## config.mk

```make
export PLATFORM = sky130hd
export DESIGN_NAME = led_scan_decoder
export DESIGN_NICKNAME = d
export VERILOG_FILES = /design/src/rtl/led_ctrl_pkg.sv /design/src/rtl/led_scan_decoder_sw_debounce.sv /design/src/rtl/led_scan_decoder.sv
export SDC_FILE = /design/constraint.sdc
export NUM_CORES = 1
export LEC_CHECK = 0
export ABC_AREA = 1
export BUFFER_PORTS_ARGS = -buffer_cell sky130_fd_sc_hd__buf_2
export CAP_MARGIN = 20
export CORE_AREA = 2 2 92 112
export CTS_CLUSTER_SIZE = 24
export DETAILED_ROUTE_END_ITERATION = 12
export DIE_AREA = 0 0 94 114
export GPL_TIMING_DRIVEN = 0
export PLACE_DENSITY = 0.52
export SLEW_MARGIN = 10
export SYNTH_ARGS = -nofsm -noshare
export SYNTH_HDL_FRONTEND = slang
export SYNTH_SLANG_ARGS = --single-unit
export TNS_END_PERCENT = 10
```

## constraint.sdc

```tcl
create_clock -name clk -period 2.3 [get_ports clk]
set_input_delay 0.46 -clock clk [delete_from_list [all_inputs] [get_ports clk]]
set_output_delay 0.46 -clock clk [all_outputs]
set_load 0.02 [all_outputs]
```

## src/rtl/led_ctrl_pkg.sv

```systemverilog
// Shared encodings for the LED scan decoder: operating modes and scan direction.
package led_ctrl_pkg;

   localparam logic [1:0] MODE_MANUAL   = 2'b00;
   localparam logic [1:0] MODE_UP       = 2'b01;
   localparam logic [1:0] MODE_DOWN     = 2'b10;
   localparam logic [1:0] MODE_PINGPONG = 2'b11;

   typedef enum logic {
      DIR_UP   = 1'b0,
      DIR_DOWN = 1'b1
   } dir_t;

endpackage

```

## src/rtl/led_scan_decoder_sw_debounce.sv

```systemverilog
// Switch conditioner: 2-flop synchroniser plus stable-run counter; a new value is accepted
// after DB_CYCLES consecutive cycles of disagreement (latency 2 + DB_CYCLES clk), no backpressure.
module sw_debounce #(
   parameter int W         = 3,
   parameter int DB_CYCLES = 4
) (
   input  logic         clk,
   input  logic         rst_n,
   input  logic [W-1:0] sw_i,
   output logic [W-1:0] sw_db_o
);

   localparam int            CW       = $clog2(DB_CYCLES);
   localparam logic [CW-1:0] CNT_LAST = CW'(DB_CYCLES - 1);

   logic [W-1:0]  s1_q, s2_q;
   logic [W-1:0]  db_q, db_d;
   logic [CW-1:0] cnt_q, cnt_d;

   // The counter is not cleared when the synced value changes to another non-matching value.
   always_comb begin
      db_d  = db_q;
      cnt_d = '0;
      if (s2_q != db_q) begin
         if (cnt_q == CNT_LAST) begin
            db_d = s2_q;
         end else begin
            cnt_d = cnt_q + CW'(1);
         end
      end
   end

   always_ff @(posedge clk or negedge rst_n) begin
      if (!rst_n) begin
         s1_q  <= '1;
         s2_q  <= '1;
         db_q  <= '1;
         cnt_q <= '0;
      end else begin
         s1_q  <= sw_i;
         s2_q  <= s1_q;
         db_q  <= db_d;
         cnt_q <= cnt_d;
      end
   end

   assign sw_db_o = db_q;

endmodule

```

## src/rtl/led_scan_decoder.sv

```systemverilog
// Active-low one-hot LED driver: index from debounced switches or a prescaled up/down/ping-pong
// scanner; led follows idx by one clk, scan tick -> led in 2 clk, no backpressure.
module led_scan_decoder
   import led_ctrl_pkg::*;
#(
   parameter int SEL_W       = 3,
   parameter int DB_CYCLES   = 250000,
   parameter int STEP_CYCLES = 6000000
) (
   input  logic                  clk,
   input  logic                  rst_n,
   input  logic [SEL_W-1:0]      sw,
   input  logic [1:0]            mode,
   input  logic                  en,
   output logic [(1<<SEL_W)-1:0] led,
   output logic [SEL_W-1:0]      idx,
   output logic                  step_pulse
);

   localparam int               N        = 1 << SEL_W;
   localparam int               PW       = $clog2(STEP_CYCLES);
   localparam logic [PW-1:0]    PRE_LAST = PW'(STEP_CYCLES - 1);
   localparam logic [SEL_W-1:0] IDX_ONE  = SEL_W'(1);
   localparam logic [SEL_W-1:0] IDX_LAST = '1;
   localparam logic [N-1:0]     LED_ONE  = {{(N-1){1'b0}}, 1'b1};

   logic [SEL_W-1:0] sw_db;
   logic [1:0]       mode_s1_q, mode_s2_q, mode_prev_q;
   logic             en_s1_q, en_s2_q;
   logic [PW-1:0]    pre_q, pre_d;
   dir_t             dir_q, dir_d;
   logic [SEL_W-1:0] idx_q, idx_d;
   logic [N-1:0]     led_q, led_d;
   logic             step_q;
   logic             mode_chg, scan_act, tick;

   sw_debounce #(
      .W         (SEL_W),
      .DB_CYCLES (DB_CYCLES)
   ) u_sw_debounce (
      .clk     (clk),
      .rst_n   (rst_n),
      .sw_i    (sw),
      .sw_db_o (sw_db)
   );

   // A mode change restarts the step period, so a tick landing on that cycle is dropped.
   assign mode_chg = (mode_s2_q != mode_prev_q);
   assign scan_act = en_s2_q && (mode_s2_q != MODE_MANUAL);
   assign tick     = scan_act && !mode_chg && (pre_q == PRE_LAST);
   assign pre_d    = (!scan_act || mode_chg || tick) ? '0 : pre_q + PW'(1);

   always_comb begin
      idx_d = idx_q;
      dir_d = dir_q;
      if (mode_s2_q == MODE_MANUAL) begin
         idx_d = ~sw_db;
      end else if (mode_chg) begin
         if (mode_s2_q == MODE_PINGPONG) dir_d = DIR_UP;
      end else if (tick) begin
         case (mode_s2_q)
            MODE_UP:   idx_d = idx_q + IDX_ONE;
            MODE_DOWN: idx_d = idx_q - IDX_ONE;
            default: begin
               if (dir_q == DIR_UP) begin
                  if (idx_q == IDX_LAST) begin
                     idx_d = idx_q - IDX_ONE;
                     dir_d = DIR_DOWN;
                  end else begin
                     idx_d = idx_q + IDX_ONE;
                  end
               end else begin
                  if (idx_q == '0) begin
                     idx_d = IDX_ONE;
                     dir_d = DIR_UP;
                  end else begin
                     idx_d = idx_q - IDX_ONE;
                  end
               end
            end
         endcase
      end
   end

   // ~idx_q equals N-1-idx for a power-of-two LED count.
   assign led_d = en_s2_q ? ~(LED_ONE << ~idx_q) : '1;

   always_ff @(posedge clk or negedge rst_n) begin
      if (!rst_n) begin
         mode_s1_q   <= MODE_MANUAL;
         mode_s2_q   <= MODE_MANUAL;
         mode_prev_q <= MODE_MANUAL;
         en_s1_q     <= 1'b0;
         en_s2_q     <= 1'b0;
         pre_q       <= '0;
         dir_q       <= DIR_UP;
         idx_q       <= '0;
         led_q       <= '1;
         step_q      <= 1'b0;
      end else begin
         mode_s1_q   <= mode;
         mode_s2_q   <= mode_s1_q;
         mode_prev_q <= mode_s2_q;
         en_s1_q     <= en;
         en_s2_q     <= en_s1_q;
         pre_q       <= pre_d;
         dir_q       <= dir_d;
         idx_q       <= idx_d;
         led_q       <= led_d;
         step_q      <= tick;
      end
   end

   assign led        = led_q;
   assign idx        = idx_q;
   assign step_pulse = step_q;

endmodule

```

; After elaboration in Yosys (flattened, before gate mapping)
; Index checks and enable logic that the tools add are counted.
[op_classes]
addsub = 4
n_mul = 0
div_mod_pow = 0
magnitude_cmp = 0
eq_ne = 11
n_shift = 1
mux = 18
bitwise = 4
n_reduce_logical = 16
[op_table]
columns = op, n
row1 = $mux 18, 2
row2 = $add 23x1->23 const B, 1
row3 = $eq 23x23->1 const B, 1
row4 = $mux 23, 1
row5 = $add 18x1->18 const B, 1
row6 = $eq 18x18->1 const B, 1
row7 = $mux 3, 6
row8 = $mux 8, 1
row9 = $not 8->8, 1
row10 = $shl 1x3->8 const A, 1
row11 = $mux 1, 7
row12 = $ne 2x1->1 const B, 3
row13 = $not 3->3, 2
row14 = $pmux 3 s2, 1
row15 = $reduce_bool 2->1, 3
row16 = $eq 2x2->1 const B, 2
row17 = $reduce_and 2->1, 2
row18 = $reduce_and 4->1, 1
row19 = $add 3x1->3 const B, 1
row20 = $eq 3x3->1 const B, 1
row21 = $logic_and 1x1->1, 3
row22 = $logic_not 3->1, 1
row23 = $ne 3x3->1, 1
row24 = $sub 3x1->3 const B, 1
row25 = other kinds (7), 9
[totals]
ff_bits = 71
latchBits = 0
mem_bits_rw = 0
mem_bits_ro = 0
elab_cells = 68
mem_count = 0

; Longest topological paths before layout
; Gate-level depths: netlist (run 1).
[depth]
depth_word = 7
mapped_depth = 10
depth_no_buf = 10

; Modules after synthesis
; A second synthesis (run 1) with hierarchy kept.
[unflattened]
cells_unflattened = 442
hier_area_um2 = 3699.8
[modules_own_cells]
columns = mod, n_inst, cells_each, area_each_um2, seq_area_each_um2
row1 = led_scan_decoder, 1, 286, 2367.3, 1111.1
row2 = sw_debounce, 1, 156, 1332.5, 686.9

; Least setup slack after synthesis (run 1)
; OpenSTA, ideal clock, no wires.
[synth_path]
path_type = register to register
startpoint = reg idx_q[0], in the netlist idx[0]
endpoint = reg idx_q[2], in the netlist idx[2]
setup_ns = 0.066
arrival_time_ns = 1.656
path_slack_ns = 0.578
stages_incl_launch_ff = 11
n_path_buf = 0
period_less_slack_ns = 1.722
cell_sequence = dfrtp_1 inv_1 ha_1 ha_1 o21ai_0 o21ai_0 nand2_1 o211ai_1 o21ai_0 nand2_1 nand2_1
[synth_between]
elab_chain_len = 7
elab_cells_between_ends = 11
classes_between = 2 x add/sub / 1 x eq/ne / 7 x mux / 1 x reduce/logical
[synth_lines]
columns = element, line_no
row1 = "start, declared", led_scan_decoder.sv:32  ; logic [SEL_W-1:0] idx_q, idx_d;
row2 = "start signal, assigned", led_scan_decoder.sv:108  ; idx_q <= idx_d;
row3 = "$add 3x1->3, or another cell as far along", "led_scan_decoder.sv:62, led_scan_decoder.sv:70"
row4 = "$mux 3, on equally long branches", "led_scan_decoder.sv:66, led_scan_decoder.sv:73"
row5 = $mux 3, led_scan_decoder.sv:65  ; if (dir_q == DIR_UP) begin
row6 = $pmux 3 s2 (*), led_scan_decoder.sv:61  ; case (mode_s2_q)
row7 = $mux 3 (*), led_scan_decoder.sv:60  ; end else if (tick) begin
row8 = $mux 3 (*), led_scan_decoder.sv:58  ; end else if (mode_chg) begin
row9 = $mux 3 (*), led_scan_decoder.sv:56  ; if (mode_s2_q == MODE_MANUAL) begin
; Mark *: on every way between the ends. The rest lies on a longest branch, timed or not. The select of a mux whose other input is x is not followed.
; A chain may end at the register's enable or synchronous reset.

; Worst setup path after layout (run 1)
[layout_path]
startpoint = reg mode_s2_q[0]
endpoint = reg idx_q[1], in the netlist idx[1]
[layout_between]
elab_chain_len = 6
elab_cells_between_ends = 16
classes_between = 4 x eq/ne / 4 x mux / 8 x reduce/logical
[layout_lines]
columns = element, line_no
row1 = "start, declared", led_scan_decoder.sv:28  ; logic [1:0] mode_s1_q, mode_s2_q, mode_prev_q;
row2 = "start signal, assigned", led_scan_decoder.sv:102  ; mode_s2_q <= mode_s1_q;
row3 = "parallel branches: the longest is 6 deep, another holds $pmux 3 s2", -
; Several ways; the timed one is not identified. The select of a mux whose other input is x is not followed.

==> impl_metrics.csv, run 1 <==
group,metric,value,unit
clock_tree,cts.path.max_buffers,2,
cells_and_area,drive_gt1_share,20.8,%
floorplan,start_util,38.7,%
clock_tree,htree_levels,3,
synthesis,synthArstFlopShare,100,%
detailed_routing,vias_per_cell,4.68,
detailed_routing,met1_length,3.54,mm
global_route,grt_max_degree,41,
worst_setup_path,worstSetupPathType,"reg2reg",
sta,max_slew_margin,72.1,%
synthesis,yosysMostFrequentCell,"nand2_1",
worst_setup_path,setup.worst_path.start_class,"flip-flop",
synthesis,synthTopCellsByCount,"nand2_1 (100), nor2_1 (61), dfrtp_1 (54)",
worst_setup_path,path_buf_inv,2,
floorplan,dieArea,0.0107,sq mm
place,port_buffers,19,
global_route,grt_pass1_vias,2782,
sta,slew_violations,0,
synthesis,synth_cell_type_count,31,
worst_setup_path,crit_chain,"inv_1 -> ha_1 -> inv_1 -> nand2_1 -> nor2_2 -> nand3_1 -> nand2_1 -> nand3_1 -> o21ai_0",
worst_setup_path,path_delay_family,"simple AND/OR/NAND/NOR gates",
worst_setup_path,cp_slowest_cell,"dfrtp_1",
sta,fmax,547,MHz
place,place_hpwl,5.66,mm
job,maxCapViolations,0,
cells_and_area,diodes,0,
clock_tree,cts.sinks,71,
place,gp_congestion,0.874,
worst_hold_path,hold_path_class,"in2async",
detailed_routing,firstDrtPassIters,4,
floorplan,ioPinCount,20,
synthesis,ys.flop_type,"dfrtp_1",
cells_and_area,utilization,44.7,%
synthesis,syn_nets,468,
global_route,grt_usage,15.7,%
clock_tree,numCtsBuffers,9,
status,status,"complete, no violations",
clock_tree,postCtsSetupBuffers,0,
clock_tree,cts_tree,"built",
sta,timing.final.crit_period,1830,ps
synthesis,yosysTopAreaCell,"dfrtp_1",
clock_tree,clk_latency,330,ps
floorplan,die_h,114,um
worst_setup_path,critPathRequiredTime,2560,ps
detailed_routing,wl_met3,207,um
floorplan,std_cell_rows,40,
sta,fin_skew,5.33,ps
sta,setup_viol,0,
sta,rsz0062_at_grt,"false",
synthesis,synth.cell_area,0.00378,sq mm
floorplan,core_area,0.00976,sq mm
sta,hold_viol,0,
global_route,grt_overflow_total,0,
synthesis,yosys_warnings,0,
synthesis,synth_area_per_cell,8.49,sq um
synthesis,yosys-top-cells-area,"dfrtp_1 (36%), dfstp_2 (12%), nand2_1 (9.9%), nor2_1 (6.1%), ha_1 (5.0%)",
cells_and_area,area_delta_synth_final,15.4,%
synthesis,synth_seq_cells,71,
clock_tree,cts-resized-gates,0,
clock_tree,clk_pin_slew,60,ps
detailed_routing,routed_wirelength,7.48,mm
global_route,grt_pass1_wl,13.1,mm
sta,post-route-period-util,79.4,%
worst_setup_path,critical-path-max-stage-delay,440,ps
detailed_routing,first_iter_violations,109,
cells_and_area,fin_nets,499,
power_and_ir_drop,leakage,1.85,nW
power_and_ir_drop,p_per_area,739,mW/mm^2
detailed_routing,met2_wirelength,3.50,mm
synthesis,synth_top_area_share,35.8,%
detailed_routing,drtAntennaViolNets,0,
detailed_routing,post-route-drc-count,0,
global_route,antenna_found_initial,0,
synthesis,yosysSeqAreaShare,47.6,%
worst_setup_path,crit_fanout,8,
worst_setup_path,cp.arrival,2080,ps
sta,finalSetupTns,0,ps
worst_setup_path,end_kind,"flip-flop",
power_and_ir_drop,vdd_drop_max,0.301,mV
detailed_routing,vias,2840,
clock_tree,clockRootBuffer,"clkbuf_16",
synthesis,synth_edf_count,0,
sta,worst_pin_slew,418,ps
detailed_routing,highest_layer,"met4",
detailed_routing,wl_per_cell,12.3,um
floorplan,die_w,94,um
synthesis,syn_inst,445,
clock_tree,cts.hold.buffers_added,0,
## cells in the final DEF (no fill, tap or decap), types with 8 or more instances in the layout
cell,count
nor3_1,14
dfstp_2,17
o21ai_0,18
inv_1,47
nor2_1,61
nor2_2,22
xor2_1,17
ha_1,15
nand4_1,8
dfrtp_1,54
clkbuf_16,9
xnor2_1,8
buf_2,19
nand3_1,26
nand2_1,100
## registers in the layout, summed over array words and instances, names as in the netlist
| name | flops |
|---|---|
| mode_prev_q | 2 |
| en_s2_q | 1 |
| pre_q | 23 |
| step_pulse | 1 |
| idx | 3 |
| u_sw_debounce.cnt_q | 18 |
| led | 8 |
| u_sw_debounce.sw_db_o | 3 |
| en_s1_q | 1 |
| mode_s1_q | 2 |
| mode_s2_q | 2 |
| u_sw_debounce.s1_q | 3 |
| dir_q | 1 |
| u_sw_debounce.s2_q | 3 |
## metrics by stage
stage               instances  hold slack, ps  area, sq um  power (mW)  worst slack (ps)
floorplan                 445             164         3780        1.71               578
global placement          590             332         4030        1.83               377
detailed placement        591             336         4050        1.85               475
CTS                       607            68.1         4360        3.28               461
global route              607            86.6         4360        3.41               258
finish                    607            54.1         4360        3.22               473
## worst register-to-register path, delay by kind of cell, from the launching register on
kind            cells  cell delay, ps
simple gates        5             740
flops               1             440
buf+inv             2             270
fa+ha+maj           1             230
compound gates      1              70
## final timing paths
path | from | end | slack, ps | cells after the start
worst max-delay path | mode_s2_q[0]$_DFF_PN0_ | idx[1]$_DFFE_PN0P_ | 470 | 9
worst min register to register | en_s1_q$_DFF_PN0_ | en_s2_q$_DFF_PN0_ | 350 | 0
min in group clk | sw[2] | u_sw_debounce.s1_q[2]$_DFF_PN1_ | 220 | 1
worst min-delay path | rst_n | pre_q[5]$_DFF_PN0_ | 50 | 1
worst max register to register | mode_s2_q[0]$_DFF_PN0_ | idx[1]$_DFFE_PN0P_ | 470 | 9
max in group asynchronous | rst_n | u_sw_debounce.sw_db_o[0]$_DFFE_PN1P_ | 1630 | 2
## power by group
group          leakage [nW]  internal, mW  switching [mW]
sequential            0.901          1.34          0.0667
clock                 0.144         0.851           0.553
combinational         0.810         0.153           0.256
## logic make-up (layout without fill, tap and decap cells)
group	count (synthesis)	after routing	synth area share, %
AND/OR/NAND/NOR	251	251	31.5
flip-flops	71	71	47.6
buffers and inverters	55	91	6.36
AO/OA/AOI/OAI	28	28	3.81
XOR/XNOR	25	25	5.80
adder cells (fa/ha/maj)	15	15	4.97
## routing by layer
layer | GRT usage (%) | vias to the layer above
li1 | - | 1473
met1 | 20.1 | 1304
met3 | 3.50 | 21
met2 | 24.8 | 42
met5 | 0 | -
met4 | 7.83 | 0
## layout make-up
class	instances	area, sq um
tap	126	158
multi-input combinational	319	1740
sequential	71	1800
clock inverter	7	82.6
clock buffer	9	225
buffer	3	45.0
fill	979	5400
inverter	52	195
timing repair buffer	20	118
No activity file was read; power rests on OpenSTA's default activity.
==> inputs of run 2 (changes only) <==
--- a/config.mk
+++ b/config.mk
@@ -5,13 +5,13 @@
 export SDC_FILE = /design/constraint.sdc
 export NUM_CORES = 1
 export LEC_CHECK = 0
-export ABC_AREA = 1
+export ABC_AREA = 0
 export BUFFER_PORTS_ARGS = -buffer_cell sky130_fd_sc_hd__buf_2
 export CAP_MARGIN = 20
-export CORE_AREA = 2 2 92 112
+export CORE_AREA = 2 2 87 106
 export CTS_CLUSTER_SIZE = 24
 export DETAILED_ROUTE_END_ITERATION = 12
-export DIE_AREA = 0 0 94 114
+export DIE_AREA = 0 0 89 108
 export GPL_TIMING_DRIVEN = 0
 export PLACE_DENSITY = 0.52
 export SLEW_MARGIN = 10
==> constraint.sdc (replaced) <==
create_clock -name clk -period 1.7 [get_ports clk]
set_input_delay 0.34 -clock clk [delete_from_list [all_inputs] [get_ports clk]]
set_output_delay 0.34 -clock clk [all_outputs]
set_load 0.02 [all_outputs]
==> run 2 against run 1 <==
Effect of this change: global-route usage is 2.1 points lower; first-iteration DRC count fell by 45%; critical path depth down 4; clock skew grew 4.5 ps; setup slack got worse by 460 ps; critical endpoint is now dir_q$_DFFE_PN0P_.
==> impl_metrics.csv, run 2 <==
group,metric,value,unit
floorplan,core_area,0.00852,sq mm
synthesis,syn_inst,303,
power_and_ir_drop,p_sw,0.998,mW
synthesis,yosys-top-cells-area,"dfrtp_1 (40%), dfstp_2 (13%), nor2_1 (6.0%), xor2_1 (6.0%), ha_1 (5.6%)",
global_route,grt_pass1_wl,10.0,mm
detailed_routing,first_iter_violations,60,
worst_setup_path,crit_fanout,8,
worst_setup_path,r2r_end,"dir_q$_DFFE_PN0P_",
clock_tree,htree_levels,3,
sta,hold_viol,0,
cells_and_area,drive_gt1_share,29.2,%
cells_and_area,fin_nets,371,
clock_tree,cts.sinks,71,
sta,fin_skew,9.81,ps
worst_setup_path,crit_chain,"nor4_2 -> and4_4 -> nand4_4 -> o211ai_2 -> o311ai_2",
synthesis,synthArstFlopShare,100,%
worst_setup_path,crit_end,"dir_q$_DFFE_PN0P_",
worst_setup_path,cp.arrival,1910,ps
power_and_ir_drop,p_clk_share,35.8,%
sta,layout_setup_ws,9.98,ps
worst_setup_path,path_buf_inv,0,
global_route,grt_use_met1,16.7,%
power_and_ir_drop,combPwrFrac,11.3,%
worst_setup_path,path_delay_family,"simple AND/OR/NAND/NOR gates",
sta,post-route-period-util,99.4,%
synthesis,synth_cell_type_count,38,
worst_setup_path,critical-path-max-stage-delay,440,ps
cells_and_area,area_delta_synth_final,19.4,%
global_route,grtUsageMet2,21.9,%
synthesis,synth.cell_area,0.00335,sq mm
global_route,use_met3,3.89,%
global_route,antenna_found_initial,0,
worst_setup_path,cp_slowest_cell,"dfrtp_1",
floorplan,ioPinCount,20,
floorplan,die_h,108,um
synthesis,synth_seq_cells,71,
power_and_ir_drop,p_int,2.53,mW
global_route,grt_overflow_total,0,
global_route,grt_usage,13.5,%
sta,timing.final.crit_period,1690,ps
detailed_routing,wl_per_cell,12.2,um
floorplan,start_util,39.4,%
sta,worst_pin_slew,397,ps
sta,rsz0062_at_grt,"true",
worst_setup_path,worstSetupPathType,"reg2reg",
clock_tree,numCtsBuffers,9,
synthesis,yosysTopAreaCell,"dfrtp_1",
global_route,grt_max_degree,50,
worst_setup_path,end_kind,"flip-flop",
cells_and_area,utilization,47.0,%
clock_tree,clockRootBuffer,"clkbuf_8",
cells_and_area,instances_no_fill,470,
power_and_ir_drop,vdd_drop_max,0.462,mV
power_and_ir_drop,swShare,28.3,%
status,status,"complete, no violations",
clock_tree,clk_latency,350,ps
worst_setup_path,critPathRequiredTime,1920,ps
synthesis,synth_area_per_cell,11.1,sq um
synthesis,syn_nets,326,
power_and_ir_drop,power,3.53,mW
job,maxCapViolations,0,
sta,setup_viol,0,
power_and_ir_drop,leakage,1.76,nW
worst_hold_path,hold_path_class,"in2reg",
cells_and_area,final_cell_mix,"nor2_1 (53), dfrtp_1 (50), xor2_1 (23)",
synthesis,synth_edf_count,0,
cells_and_area,multi_input_area,0.00152,sq mm
sta,max_slew_margin,73.4,%
worst_setup_path,regToRegSetupSlack,10,ps
clock_tree,clk_pin_slew,90,ps
power_and_ir_drop,p_seq_share,52.9,%
sta,slew_violations,0,
cells_and_area,fillers,837,
cells_and_area,largest-register,"pre_q",
cells_and_area,seq_area,0.00180,sq mm
floorplan,std_cell_rows,37,
synthesis,yosysSeqAreaShare,53.6,%
floorplan,die_w,89,um
power_and_ir_drop,p_per_area,881,mW/mm^2
global_route,busiest_layer,"met2",
detailed_routing,vias_per_cell,4.67,
floorplan,dieArea,0.00961,sq mm
detailed_routing,routed_wirelength,5.74,mm
detailed_routing,post-route-drc-count,0,
worst_setup_path,r2r-start,"pre_q[7]$_DFF_PN0_",
worst_setup_path,reg2reg_depth,5,
detailed_routing,vias,2194,
worst_setup_path,crit_cells,5,
detailed_routing,drtAntennaViolNets,0,
place,dp.cells,440,
place,place_ws,-165,ps
cells_and_area,largest_reg_flops,23,
synthesis,synthTopCellsByCount,"dfrtp_1 (54), nor2_1 (54), xor2_1 (23)",
detailed_routing,firstDrtPassIters,4,
clock_tree,cts_tree,"built",
place,port_buffers,19,
global_route,grt_pass1_vias,2211,
cells_and_area,final_common_cell,"nor2_1",
synthesis,synth_top_area_share,40.3,%
worst_setup_path,startpoint,"pre_q[7]$_DFF_PN0_",
synthesis,yosys_warnings,0,
place,place_hpwl,3.95,mm
sta,fmax,592,MHz
synthesis,ys.flop_type,"dfrtp_1",
cells_and_area,diodes,0,
worst_setup_path,setup.worst_path.start_class,"flip-flop",
place,gp_congestion,0.757,
clock_tree,cts.path.max_buffers,2,
[run 2: cell count changes after synthesis, sizes merged, moves of 8 or more]
cell	delta
nor3	-18
and3	+8
o21ai	-16
inv	-37
nand2	-84
nor2	-32
xnor2	+12
[run 2: kinds of logic (layout without fill, tap and decap cells)]
family | after synthesis | after routing | share of synthesized area, %
adders and majority gates | 15 | 15 | 5.59
muxes | 5 | 5 | 1.64
and+or+nand+nor | 132 | 132 | 21.2
AOI/OAI and AO/OA | 16 | 16 | 3.88
buffers and inverters | 21 | 71 | 2.87
xor gates and xnor gates | 43 | 43 | 11.2
DFF | 71 | 71 | 53.6
[run 2: layout make-up]
class,instances,area share [%]
tap,117,3.66
multi-input combinational,211,38.0
timing repair buffer,36,6.50
clock inverter,7,1.53
buffer,5,0.875
clock buffer,9,3.09
sequential,71,45.0
inverter,14,1.31
[run 2: power groups by stage]
stage	Combinational [mW]	Clock [mW]	Sequential, mW
after detailed placement	0.362	0	1.90
after global routing	0.463	1.39	1.89
after floorplan	0.231	0	1.90
after CTS	0.379	1.32	1.87
final	0.398	1.26	1.87
after global placement	0.349	0	1.89
[run 2: routing by layer]
metal	routed length, um	part of all wire, %
met5	0	0
met4	115	2.0
met3	139	2.4
met2	2800	49
met1	2680	47
[run 2: timing repair]
item,in CTS,in global routing
hold buffers,1,0
setup buffers,5,10
endpoints found under the hold margin,14,0
endpoints found under the setup margin,42,35
pin swaps,5,7
gates resized for setup,13,11
[run 2: worst min-delay path by stage]
stage / depth (start not counted) / slack [ps] / start / end
final: 1 / 80 / sw[1] / u_sw_debounce.s1_q[1]$_DFF_PN1_
after CTS: 1 / 60 / sw[1] / u_sw_debounce.s1_q[1]$_DFF_PN1_
after detailed placement: 1 / 260 / rst_n / pre_q[7]$_DFF_PN0_
after global routing: 1 / 50 / sw[2] / u_sw_debounce.s1_q[2]$_DFF_PN1_
after floorplan: 0 / 40 / rst_n / dir_q$_DFFE_PN0P_
after global placement: 0 / 330 / en_s1_q$_DFF_PN0_ / en_s2_q$_DFF_PN0_
[run 2: per-stage QoR]
stage / area, sq um / TNS (ps) / hold slack, ps
6_report: 4000 / 0 / 81.8
4_1_cts: 3880 / -43.0 / 60.6
3_5_place_dp: 3630 / -3240 / 263
5_1_grt: 4000 / -679 / 52.0
3_3_place_gp: 3600 / -8610 / 332
2_1_floorplan: 3350 / 0 / 44.4
==> inputs of run 3 (changes only) <==
--- a/config.mk
+++ b/config.mk
@@ -6,16 +6,18 @@
 export NUM_CORES = 1
 export LEC_CHECK = 0
 export ABC_AREA = 0
-export BUFFER_PORTS_ARGS = -buffer_cell sky130_fd_sc_hd__buf_2
 export CAP_MARGIN = 20
-export CORE_AREA = 2 2 87 106
+export CORE_AREA = 2 2 88 107
 export CTS_CLUSTER_SIZE = 24
 export DETAILED_ROUTE_END_ITERATION = 12
-export DIE_AREA = 0 0 89 108
+export DIE_AREA = 0 0 90 109
+export DONT_BUFFER_PORTS = 1
 export GPL_TIMING_DRIVEN = 0
-export PLACE_DENSITY = 0.52
+export MAX_ROUTING_LAYER = met4
+export PLACE_DENSITY = 0.51
 export SLEW_MARGIN = 10
 export SYNTH_ARGS = -nofsm -noshare
 export SYNTH_HDL_FRONTEND = slang
+export SYNTH_HIERARCHICAL = 1
 export SYNTH_SLANG_ARGS = --single-unit
 export TNS_END_PERCENT = 10
==> run 3 against run 2 <==
Effect of this change: the flow now finishes with violations (hold timing, setup timing); clock skew down 2.4 ps; cell area up 5.9%; wire length up 14%; worst hold slack worse by 410 ps; combinational power down 42%; critical path type unchanged; die area up 2.1%; sequential power about the same; register-to-register slack worse by 140 ps; largest power group unchanged; global-route usage up 1.0 points; synthesized cell count up 6.3%.
==> impl_metrics.csv, run 3 <==
group,metric,value,unit
detailed_routing,drtAntennaViolNets,0,
floorplan,ioPinCount,20,
clock_tree,htree_levels,3,
global_route,grtUsageMet2,21.9,%
clock_tree,cts.path.max_buffers,2,
synthesis,synth_edf_count,0,
power_and_ir_drop,leakage,1.69,nW
worst_setup_path,end_kind,"flip-flop",
cells_and_area,final_common_cell,"dfrtp_1",
worst_setup_path,worstSetupPathType,"reg2reg",
sta,timing.final.crit_period,1830,ps
synthesis,synthArstFlopShare,100,%
synthesis,synth_top_area_share,39.1,%
global_route,grt_use_met1,18.6,%
global_route,antenna_found_initial,0,
sta,rsz0062_at_grt,"true",
cells_and_area,fin_nets,375,
global_route,grt_pass1_vias,2273,
floorplan,dieArea,0.00981,sq mm
worst_setup_path,crit_fanout,6,
status,violations,"hold timing, setup timing",
worst_setup_path,critical-path-max-stage-delay,560,ps
worst_setup_path,cp_slowest_cell,"or4_1",
global_route,grt_usage,14.5,%
synthesis,yosys-top-cells-area,"dfrtp_1 (39%), dfstp_2 (13%), xnor2_1 (7.6%), nor2_1 (5.5%), ha_1 (5.4%)",
sta,hold_ws,-324,ps
power_and_ir_drop,power,3.78,mW
detailed_routing,wl_per_cell,13.7,um
cells_and_area,area_delta_synth_final,22.7,%
floorplan,core_area,0.00884,sq mm
detailed_routing,post-route-drc-count,0,
synthesis,ys.flop_type,"dfrtp_1",
sta,setup_viol,5,
detailed_routing,firstDrtPassIters,4,
synthesis,yosysMostFrequentCell,"dfrtp_1",
cells_and_area,largest_reg_flops,23,
floorplan,die_h,109,um
detailed_routing,first_iter_violations,82,
detailed_routing,vias,2326,
cells_and_area,diodes,0,
power_and_ir_drop,p_per_area,891,mW/mm^2
cells_and_area,drive_gt1_share,29.7,%
synthesis,yosysTopAreaCell,"dfrtp_1",
worst_setup_path,cp.arrival,2100,ps
sta,layout_setup_ws,-125,ps
job,maxCapViolations,0,
worst_setup_path,critPathRequiredTime,1980,ps
detailed_routing,routed_wirelength,6.53,mm
place,place_hpwl,4.10,mm
floorplan,die_w,90,um
status,status,"finished with violations",
worst_hold_path,hold_path_class,"in2async",
sta,hold_viol,71,
synthesis,synth.cell_area,0.00346,sq mm
clock_tree,clk_pin_slew,80,ps
place,place_ws,-459,ps
global_route,grt_overflow_total,0,
power_and_ir_drop,vdd_drop_max,0.581,mV
clock_tree,cts_tree,"built",
global_route,busiest_layer,"met2",
clock_tree,cts.sinks,71,
place,port_buffers,0,
global_route,grt_pass1_wl,10.9,mm
synthesis,yosysSeqAreaShare,52.0,%
detailed_routing,vias_per_cell,4.88,
cells_and_area,final_cell_mix,"dfrtp_1 (47), nor2_1 (44), xnor2_1 (30)",
worst_setup_path,setup.worst_path.start_class,"flip-flop",
synthesis,syn_inst,322,
sta,worst_pin_slew,480,ps
cells_and_area,largest-register,"pre_q",
synthesis,synth_seq_cells,71,
worst_setup_path,crit_chain,"nand4_2 -> or4_1 -> or3_1 -> a21oi_1",
sta,slew_violations,0,
floorplan,start_util,39.1,%
global_route,grt_max_degree,72,
synthesis,synth_cell_type_count,42,
synthesis,syn_nets,345,
sta,fmax,548,MHz
synthesis,synthTopCellsByCount,"dfrtp_1 (54), nor2_1 (51), xnor2_1 (30)",
clock_tree,clk_latency,350,ps
sta,post-route-period-util,107,%
global_route,use_met3,3.87,%
synthesis,synth_area_per_cell,10.7,sq um
synthesis,yosys_warnings,6,
place,gp_congestion,0.800,
clock_tree,numCtsBuffers,9,
sta,max_slew_margin,67.7,%
floorplan,std_cell_rows,38,
clock_tree,clockRootBuffer,"clkbuf_8",
sta,fin_skew,7.44,ps
[run 3: cell types whose count changed in the layout (fill, tap and decap cells not counted), moves of 5 or more]
| cell | change |
|---|---|
| buf_2 | -19 |
| xor2_1 | -15 |
| xnor2_1 | +10 |
| nor2_1 | -9 |
| mux2i_1 | +6 |
| dlygate4sd3_1 | +5 |
| nor2_2 | +5 |
[run 3: cell type report]
type | instances | area (sq um)
Sequential cell | 71 | 1810
Inverter | 14 | 52.6
Fill cell | 834 | 4600
Clock inverter | 5 | 83.8
Buffer | 6 | 55.1
Clock buffer | 11 | 174
Tap cell | 120 | 150
Multi-Input combinational cell | 229 | 1740
Timing Repair Buffer | 21 | 180
[run 3: cell families (layout without fill, tap and decap cells)]
kind of cell	after synthesis	count (layout)	share of synthesized area (%)
and+or+nand+nor	148	148	23.4
DFF	71	71	52.0
xor gates and xnor gates	39	39	9.88
buffers and inverters	22	57	2.82
AOI/OAI and AO/OA	17	17	3.44
adders and majority gates	15	15	5.43
muxes	10	10	3.01
[run 3: metal layers]
metal / part of all wire, % / vias to the layer above
met5: 0 / -
met4: 1.8 / 0
met3: 3.2 / 11
met2: 47 / 34
met1: 48 / 1130
li1: - / 1151
[run 3: worst paths after layout]
| kind | from | end | slack [ps] | depth (start not counted) |
|---|---|---|---|---|
| worst max-delay path | u_sw_debounce/cnt_q[9]$_DFF_PN0_ | u_sw_debounce/cnt_q[17]$_DFF_PN0_ | -130 | 4 |
| worst min-delay path | rst_n | pre_q[5]$_DFF_PN0_ | -320 | 0 |
| worst max register to register | u_sw_debounce/cnt_q[9]$_DFF_PN0_ | u_sw_debounce/cnt_q[17]$_DFF_PN0_ | -130 | 4 |
| worst min register to register | u_sw_debounce/s1_q[0]$_DFF_PN1_ | u_sw_debounce/s2_q[0]$_DFF_PN1_ | 360 | 0 |
| max in group asynchronous | rst_n | u_sw_debounce/s1_q[1]$_DFF_PN1_ | 1820 | 0 |
| min in group clk | u_sw_debounce/s1_q[0]$_DFF_PN1_ | u_sw_debounce/s2_q[0]$_DFF_PN1_ | 360 | 0 |
[run 3: metrics by stage]
| stage | hold WS (ps) | std cells | utilization (%) | instance area, sq um | setup TNS [ps] |
|---|---|---|---|---|---|
| 2_1_floorplan | 44.4 | 322 | - | 3480 | -15.5 |
| 3_3_place_gp | 46.9 | 442 | 41.1 | 3630 | -8750 |
| 3_5_place_dp | 46.6 | 442 | 41.1 | 3630 | -9260 |
| 4_1_cts | -340 | 471 | 46.2 | 4090 | -379 |
| 5_1_grt | -350 | 477 | 47.9 | 4240 | -2580 |
| 6_report | -324 | 477 | 47.9 | 4240 | -342 |
[run 3: report_power, final]
group	internal, mW	total, mW	switching [mW]
registers	1.77	1.86	0.0928
clock network	1.01	1.68	0.675
logic	0.121	0.232	0.112
total	2.90	3.78	0.880
[run 3: timing repair]
| item | CTS | global route |
|---|---|---|
| cloned | 0 | 1 |
| endpoints found under the hold margin | 75 | 73 |
| hold buffers | 4 | 2 |
| setup endpoints to repair | 46 | 48 |
| pin swaps | 9 | 6 |
| gates resized for setup | 22 | 28 |
| setup buffers | 10 | 4 |
[run 3: worst max-delay path: cells and delay by family (launching register included)]
family / cells / cell delay, ps
and+or+nand+nor: 3 / 1110
AOI/OAI and AO/OA: 1 / 140
DFF: 1 / 500
